File: src/rtl/ro_freq_meter_ctrl.sv
// Ring-oscillator frequency measurement sequencer.
// Enables the RO, lets it settle, counts synchronized rising edges of ro_clk over a
// programmable window of clk cycles, then disables the RO and flushes the
// synchronizer before reporting the count.
module ro_freq_meter_ctrl #(
    parameter int CNT_W         = 16,
    parameter int GATE_W        = 16,
    parameter int SETTLE_CYCLES = 8,
    parameter int SYNC_STAGES   = 2
) (
    input  logic              clk,
    input  logic              rst_n,
    input  logic              start,
    input  logic              abort,
    input  logic [GATE_W-1:0] gate_cycles,
    input  logic              ro_clk,
    output logic              ro_en,
    output logic              busy,
    output logic              done,
    output logic [CNT_W-1:0]  count,
    output logic              overflow
);

    typedef enum logic [1:0] {
        ST_IDLE   = 2'd0,
        ST_SETTLE = 2'd1,
        ST_GATE   = 2'd2,
        ST_DRAIN  = 2'd3
    } state_e;

    // Phase timer must hold the gate length as well as the settle/drain lengths.
    localparam int TMR_W = (GATE_W > 16) ? GATE_W : 16;
    localparam logic [TMR_W-1:0] TMR_ONE     = TMR_W'(1);
    localparam logic [TMR_W-1:0] SETTLE_LOAD = TMR_W'(SETTLE_CYCLES - 1);
    // DRAIN spans SYNC_STAGES+1 cycles so every edge already in the synchronizer drops out.
    localparam logic [TMR_W-1:0] DRAIN_LOAD  = TMR_W'(SYNC_STAGES);
    localparam logic [CNT_W-1:0] CNT_MAX     = {CNT_W{1'b1}};

    state_e              state_q, state_d;
    logic [TMR_W-1:0]    timer_q, timer_d;
    logic [GATE_W-1:0]   gate_q, gate_d;
    logic [CNT_W-1:0]    count_q, count_d;
    logic                overflow_q, overflow_d;
    logic                ro_en_q, ro_en_d;
    logic                busy_q, busy_d;
    logic                done_q, done_d;
    logic                aborted_q, aborted_d;
    logic [SYNC_STAGES-1:0] sync_q, sync_d;
    logic                sync_prev_q, sync_prev_d;
    logic                sync_out_s;
    logic                rise_s;
    logic                timer_zero_s;
    logic [TMR_W-1:0]    timer_dec_s;

    assign sync_out_s   = sync_q[SYNC_STAGES-1];
    assign rise_s       = sync_out_s & ~sync_prev_q;
    assign timer_zero_s = (timer_q == {TMR_W{1'b0}});
    assign timer_dec_s  = timer_q - TMR_ONE;

    // Next-state logic for the synchronizer, edge detector, phase FSM and result registers.
    always_comb begin
        sync_d      = {sync_q[SYNC_STAGES-2:0], ro_clk};
        sync_prev_d = sync_out_s;
        state_d     = state_q;
        timer_d     = timer_q;
        gate_d      = gate_q;
        count_d     = count_q;
        overflow_d  = overflow_q;
        ro_en_d     = ro_en_q;
        busy_d      = busy_q;
        done_d      = 1'b0;
        aborted_d   = aborted_q;
        case (state_q)
            ST_IDLE: begin
                // abort has priority over a simultaneous start
                if (start && !abort) begin
                    state_d    = ST_SETTLE;
                    timer_d    = SETTLE_LOAD;
                    gate_d     = gate_cycles;
                    count_d    = {CNT_W{1'b0}};
                    overflow_d = 1'b0;
                    ro_en_d    = 1'b1;
                    busy_d     = 1'b1;
                    aborted_d  = 1'b0;
                end else begin
                    state_d = ST_IDLE;
                end
            end
            ST_SETTLE: begin
                if (abort) begin
                    state_d   = ST_DRAIN;
                    timer_d   = DRAIN_LOAD;
                    ro_en_d   = 1'b0;
                    aborted_d = 1'b1;
                end else if (timer_zero_s) begin
                    if (gate_q == {GATE_W{1'b0}}) begin
                        state_d = ST_DRAIN;
                        timer_d = DRAIN_LOAD;
                        ro_en_d = 1'b0;
                    end else begin
                        state_d = ST_GATE;
                        timer_d = TMR_W'(gate_q) - TMR_ONE;
                    end
                end else begin
                    timer_d = timer_dec_s;
                end
            end
            ST_GATE: begin
                if (abort) begin
                    state_d   = ST_DRAIN;
                    timer_d   = DRAIN_LOAD;
                    ro_en_d   = 1'b0;
                    aborted_d = 1'b1;
                end else begin
                    if (rise_s) begin
                        if (count_q == CNT_MAX) begin
                            overflow_d = 1'b1;
                        end else begin
                            count_d = count_q + {{(CNT_W-1){1'b0}}, 1'b1};
                        end
                    end else begin
                        count_d = count_q;
                    end
                    if (timer_zero_s) begin
                        state_d = ST_DRAIN;
                        timer_d = DRAIN_LOAD;
                        ro_en_d = 1'b0;
                    end else begin
                        timer_d = timer_dec_s;
                    end
                end
            end
            ST_DRAIN: begin
                if (abort) begin
                    aborted_d = 1'b1;
                end else begin
                    aborted_d = aborted_q;
                end
                if (timer_zero_s) begin
                    state_d = ST_IDLE;
                    busy_d  = 1'b0;
                    done_d  = !(aborted_q || abort);
                end else begin
                    timer_d = timer_dec_s;
                end
            end
            default: begin
                state_d = ST_IDLE;
                ro_en_d = 1'b0;
                busy_d  = 1'b0;
            end
        endcase
    end

    // State and output registers; reset forces the RO off immediately.
    always_ff @(posedge clk or negedge rst_n) begin
        if (!rst_n) begin
            state_q     <= ST_IDLE;
            timer_q     <= {TMR_W{1'b0}};
            gate_q      <= {GATE_W{1'b0}};
            count_q     <= {CNT_W{1'b0}};
            overflow_q  <= 1'b0;
            ro_en_q     <= 1'b0;
            busy_q      <= 1'b0;
            done_q      <= 1'b0;
            aborted_q   <= 1'b0;
            sync_q      <= {SYNC_STAGES{1'b0}};
            sync_prev_q <= 1'b0;
        end else begin
            state_q     <= state_d;
            timer_q     <= timer_d;
            gate_q      <= gate_d;
            count_q     <= count_d;
            overflow_q  <= overflow_d;
            ro_en_q     <= ro_en_d;
            busy_q      <= busy_d;
            done_q      <= done_d;
            aborted_q   <= aborted_d;
            sync_q      <= sync_d;
            sync_prev_q <= sync_prev_d;
        end
    end

    assign ro_en    = ro_en_q;
    assign busy     = busy_q;
    assign done     = done_q;
    assign count    = count_q;
    assign overflow = overflow_q;

endmodule

File: config.mk
export PLATFORM = sky130hd
export DESIGN_NAME = ro_freq_meter_ctrl
export DESIGN_NICKNAME = d
export VERILOG_FILES = /design/src/rtl/ro_freq_meter_ctrl.sv
export SDC_FILE = /design/constraint.sdc
export NUM_CORES = 1
export LEC_CHECK = 0
export CORE_ASPECT_RATIO = 0.5
export CORE_MARGIN = 4
export CORE_UTILIZATION = 35
export DETAILED_ROUTE_END_ITERATION = 7
export SETUP_SLACK_MARGIN = 0.3
export SYNTH_ARGS = -nofsm -noshare
export SYNTH_HDL_FRONTEND = slang
export SYNTH_SLANG_ARGS = --single-unit
File: constraint.sdc
create_clock -name clk -period 7.2 [get_ports clk]
set_input_delay 1.8 -clock clk [delete_from_list [all_inputs] [get_ports clk]]
set_output_delay 1.8 -clock clk [all_outputs]
set_load 0.005 [all_outputs]
[Word-level counts from Yosys, hierarchy flattened]
Index checks and enable logic that the tools add are counted.
Word-level totals
  memory bits (read-only): 0
  bits in latches: 0
  word-level logic and storage cells: 88
  memories: 0
  bits in writable memories: 0
  register bits: 58
  bits of input ports: 21
  output and inout bits: 20
Operators by class
  equal/unequal tests: 15
  reduce and logical (&&, ||, !) cells: 19
  multiply operators: 0
  div/mod/pow operators: 0
  shift operators: 0
  add/sub/neg operators: 3
  order comparisons: 0
  bitwise gates (word level): 2
  muxes and demuxes: 38
Operators with widths (count)
  $mux 16: 11
  $pmux 16 s4: 1
  $logic_not 16->1: 2
  $pmux 16 s2: 1
  $sub 16x1->16 const B: 2
  $add 16x1->16 const B: 1
  $eq 16x16->1 const B: 1
  $mux 1: 15
  $reduce_and 5->1: 3
  $ne 2x2->1 const B: 7
  $mux 2: 5
  $ne 3x3->1 const B: 3
  $pmux 2 s4: 1
  $pmux 1 s2: 3
  $reduce_and 2->1: 3
  $reduce_and 3->1: 2
  $eq 2x2->1 const B: 2
  $reduce_bool 2->1: 2
  $pmux 1 s3: 1
  $reduce_bool 3->1: 1
  $reduce_or 3->1: 1
  $eq 2x1->1 const B: 1
  $logic_not 1->1: 2
  $logic_not 2->1: 1
  other kinds (5): 5

[Logic depth before layout (Yosys ltp)]
  depth in word-level cells: 5
  mapped depth: 10
  gate-level depth less buffers: 7

[Worst setup path after synthesis]
OpenSTA, ideal clock, no wires.
  kind: input -> register
  from: input abort
  to: register gate_q[10]
  stages on the path: 5
  arrival: 3.200 ns
  data required time: 7.075 ns
  setup slack: 3.875 ns
  buffers on the path: 3
  cell sequence: clkbuf_1 > nand3b_1 > clkbuf_1 > buf_1 > mux2_2
Between the ends
  word-level cells in the longest chain between the ends: 3
Ends and longest elaborated chain
  start: declaration: RTL line 14  | input logic abort,
  $logic_not 1->1: RTL line 76  | if (start && !abort) begin
  $logic_and 1x1->1: RTL line 76
  $reduce_and 2->1 (no line)
  end signal: assignment: RTL line 160  | gate_q <= {GATE_W{1'b0}};
  end signal: assignment: RTL line 172  | gate_q <= gate_d;
  end: declaration: RTL line 41  | logic [GATE_W-1:0] gate_q, gate_d;
Every way passes these cells.
A chain may end at the register's enable or synchronous reset.

[Worst setup path after layout]
  from: input abort
  to: register count_q[4] (netlist: count[4])
Between the ends
  word-level cells in the longest chain between the ends: 4
  elaborated cells between the ends (all ways): 5
  classes of those cells: eq/ne (2); reduce/logical (3)
Ends and longest elaborated chain
  $logic_not 1->1: RTL line 76
  $logic_and 1x1->1: RTL line 76
  $ne 2x2->1 (no line)
  $reduce_and 5->1 (no line) (*)
  end signal: assignment: RTL line 161  | count_q <= {CNT_W{1'b0}};
  end signal: assignment: RTL line 173  | count_q <= count_d;
  end: declaration: RTL line 42  | logic [CNT_W-1:0] count_q, count_d;
Mark *: on every way between the ends. The rest lies on a longest branch, timed or not.

==> results.yml <==
timing:
  period_share_pct: 58.6
  rsz0062_at_grt: "no"
  fin_skew_ns: 0.00488
  layout_min_cycle_time_ns: 4.22
  final-max-slew-violation-count: 0
  fmax_ghz: 0.237
  hold_violations: 0
  relSlewSlack_pct: 16.5
  setup_viol: 0
  tightest_slew_ns: 1.25
  setup_tns_ns: 0
power:
  p_leak_uw: 0.00171
  power_density_nw_per_um2: 422
  peakVddDrop_uv: 152
cells_and_area:
  syn_to_final_growth_pct: 22.6
  nets: 413
  design_area_sq_um: 4230
  layout-drive-gt1-share_pct: 12.4
  instances_no_fill: 523
  n_antenna_cell: 0
  post-route-util_pct: 44.5
place:
  place_congestion: 0.797
  place_inst: 508
  port_buffers: 40
  place_area_sq_um: 3920
  dp.final_hpwl_um: 5780
clock_tree:
  cts_resized: 0
  root_buffer: "clkbuf_16"
  path_clk_slew_ns: 0.05
  clock_latency_ns: 0.33
  htreeDepth: 3
  cts_buffers: 9
  cts_tree: "built"
  cts_hold_buffers: 0
  cts_setup_buffers: 0
  max-clock-path-buffers: 2
  cts.sinks: 58
synth:
  ys_seq_elements: 58
  synth_edf_count: 0
  yosys_warnings: 0
  synth_cells: 350
  syn_area_sq_um: 3450
  async_reset_ff_share_pct: 100
  yosys.area.top_type: "dfrtp_1"
  synthDistinctLibCells: 60
  syn_nets: 379
  synth-main-ff-cell: "dfrtp_1"
  seq_area_frac_synth_pct: 42.1
  synth_area_leaders: "dfrtp_1, mux2_2, xor2_1, a22o_1, ha_1"
  syn_avg_cell_area_sq_um: 9.86
  synth_top_area_share_pct: 42.1
global_routing:
  grt_pass1_vias: 2718
  grt_max_degree: 59
  grtUsageTotal_pct: 15.3
  grt_antenna_before_repair: 0
  grt_overflow_total: 0
  grt_pass1_wl_um: 14000
setup_path:
  worst_setup_path_end_kind: "register"
  crit_required_ns: 7.42
  path_max_fanout: 20
  cp_data_arrival_time_ns: 4.44
  critPathKind: "primary input to register"
  crit_path_start_kind: "primary input"
routing:
  drtIter0Drc: 146
  wl_per_cell_um: 16.3
  num_vias: 2831
  ant_nets: 0
  drc: 0
  dr.pass1.iters: 4
  viasPerCell: 5.41
  wl_um: 8510
floorplanning:
  row_count: 25
  fp.dieArea_sq_um: 11600
  die_w_um: 148
  die_h_um: 78.2
  coreArea_sq_um: 9510
  ios: 41
  initial_core_util_pct: 36.3
run_status:
  outcome: "completed"
worst_hold_path:
  hold_class: "register to register"
job:
  maxCapViolations: 0
==> cells in the final DEF, fill, tap and decap left out, types with 11 or more instances in the layout <==
master / count
mux2_2: 18
a21oi_1: 19
clkdlybuf4s50_1: 39
nand2_1: 20
nand3_1: 12
nor3_1: 11
a22o_1: 13
xor2_1: 16
nor2_1: 24
dfrtp_1: 58
o21ai_0: 13
==> final timing paths <==
path                                 start          end  slack [ns]  cells past startpoint
max in group asynchronous            rst_n  timer_q[10]        5.07                      2
worst max-delay path                 abort     count[4]        2.98                      5
min in group asynchronous            rst_n     count[7]        1.63                      2
worst min-delay path             sync_q[0]    sync_q[1]        0.36                      0
worst min register to register   sync_q[0]    sync_q[1]        0.36                      0
worst max register to register  state_q[0]     count[4]        3.89                      6
==> cell type report <==
class	count	area, sq um
clock inverters	6	82.6
repair buffers	41	403
inverters	10	37.5
well taps	135	169
clock buffers	9	225
multi-input cells	264	1860
fillers	952	5280
flip-flops and latches	58	1450
==> metal layers <==
metal  share of wire (%)  global-route usage (%)  vias up
li1                    -                       -     1379
met3                 5.4                    5.13       13
met1                  49                    20.8     1384
met5                   0                       0        -
met2                  44                    22.3       55
met4                 1.7                    6.27        0
==> state kept, by name (all words and copies together) (netlist names) <==
name / count
sync_q: 2
overflow: 1
count: 16
busy: 1
timer_q: 16
ro_en: 1
state_q: 2
aborted_q: 1
done: 1
gate_q: 16
sync_prev_q: 1
==> critical path, stage by stage <==
cell             delay, ns
clkdlybuf4s50_1       0.55
nand3b_1              0.78
nor2_1                0.93
nor2_1                0.09
a31o_2                0.27
==> report_power, final <==
part / switching (uW) / total [uW] / internal (uW)
Sequential: 128 / 558 / 429
Combinational: 432 / 777 / 346
Clock: 151 / 450 / 299
==> cells by family (layout without fill, tap and decap cells) <==
group	Yosys count	in the layout	share of synthesized area, %
fa+ha+maj	8	8	2.90
flops	58	58	42.1
mux	22	22	7.04
simple gates	123	123	20.3
compound gates	88	88	17.8
xor+xnor	23	23	5.84
buf+inv	28	66	4.03
==> through the flow <==
stage	total power [uW]	worst slack [ns]	hold WS (ns)
6_report	1780	2.98	0.364
5_1_grt	1910	2.73	0.373
4_1_cts	1790	2.97	0.363
3_5_place_dp	1330	2.62	0.350
3_3_place_gp	1330	2.67	0.346
2_1_floorplan	1130	3.87	0.331
==> cells in the mapped netlist (all sizes together), types with 4 or more instances <==
cell type and instances:
xor2 16, mux2i 4, a31oi 4, o22ai 10
nand4 10, nand2b 6, a21oi 19, xnor2 7
nor2 25, a31o 4, o21ai 13, clkbuf 9
nand2 20, nor3 11, a22o 13, buf 9
or3 5, mux2 18, ha 8, inv 10
dfrtp 58, nor4 8, nor2b 4, nand3 12
Note: power is estimated with default switching activity, not from simulation.
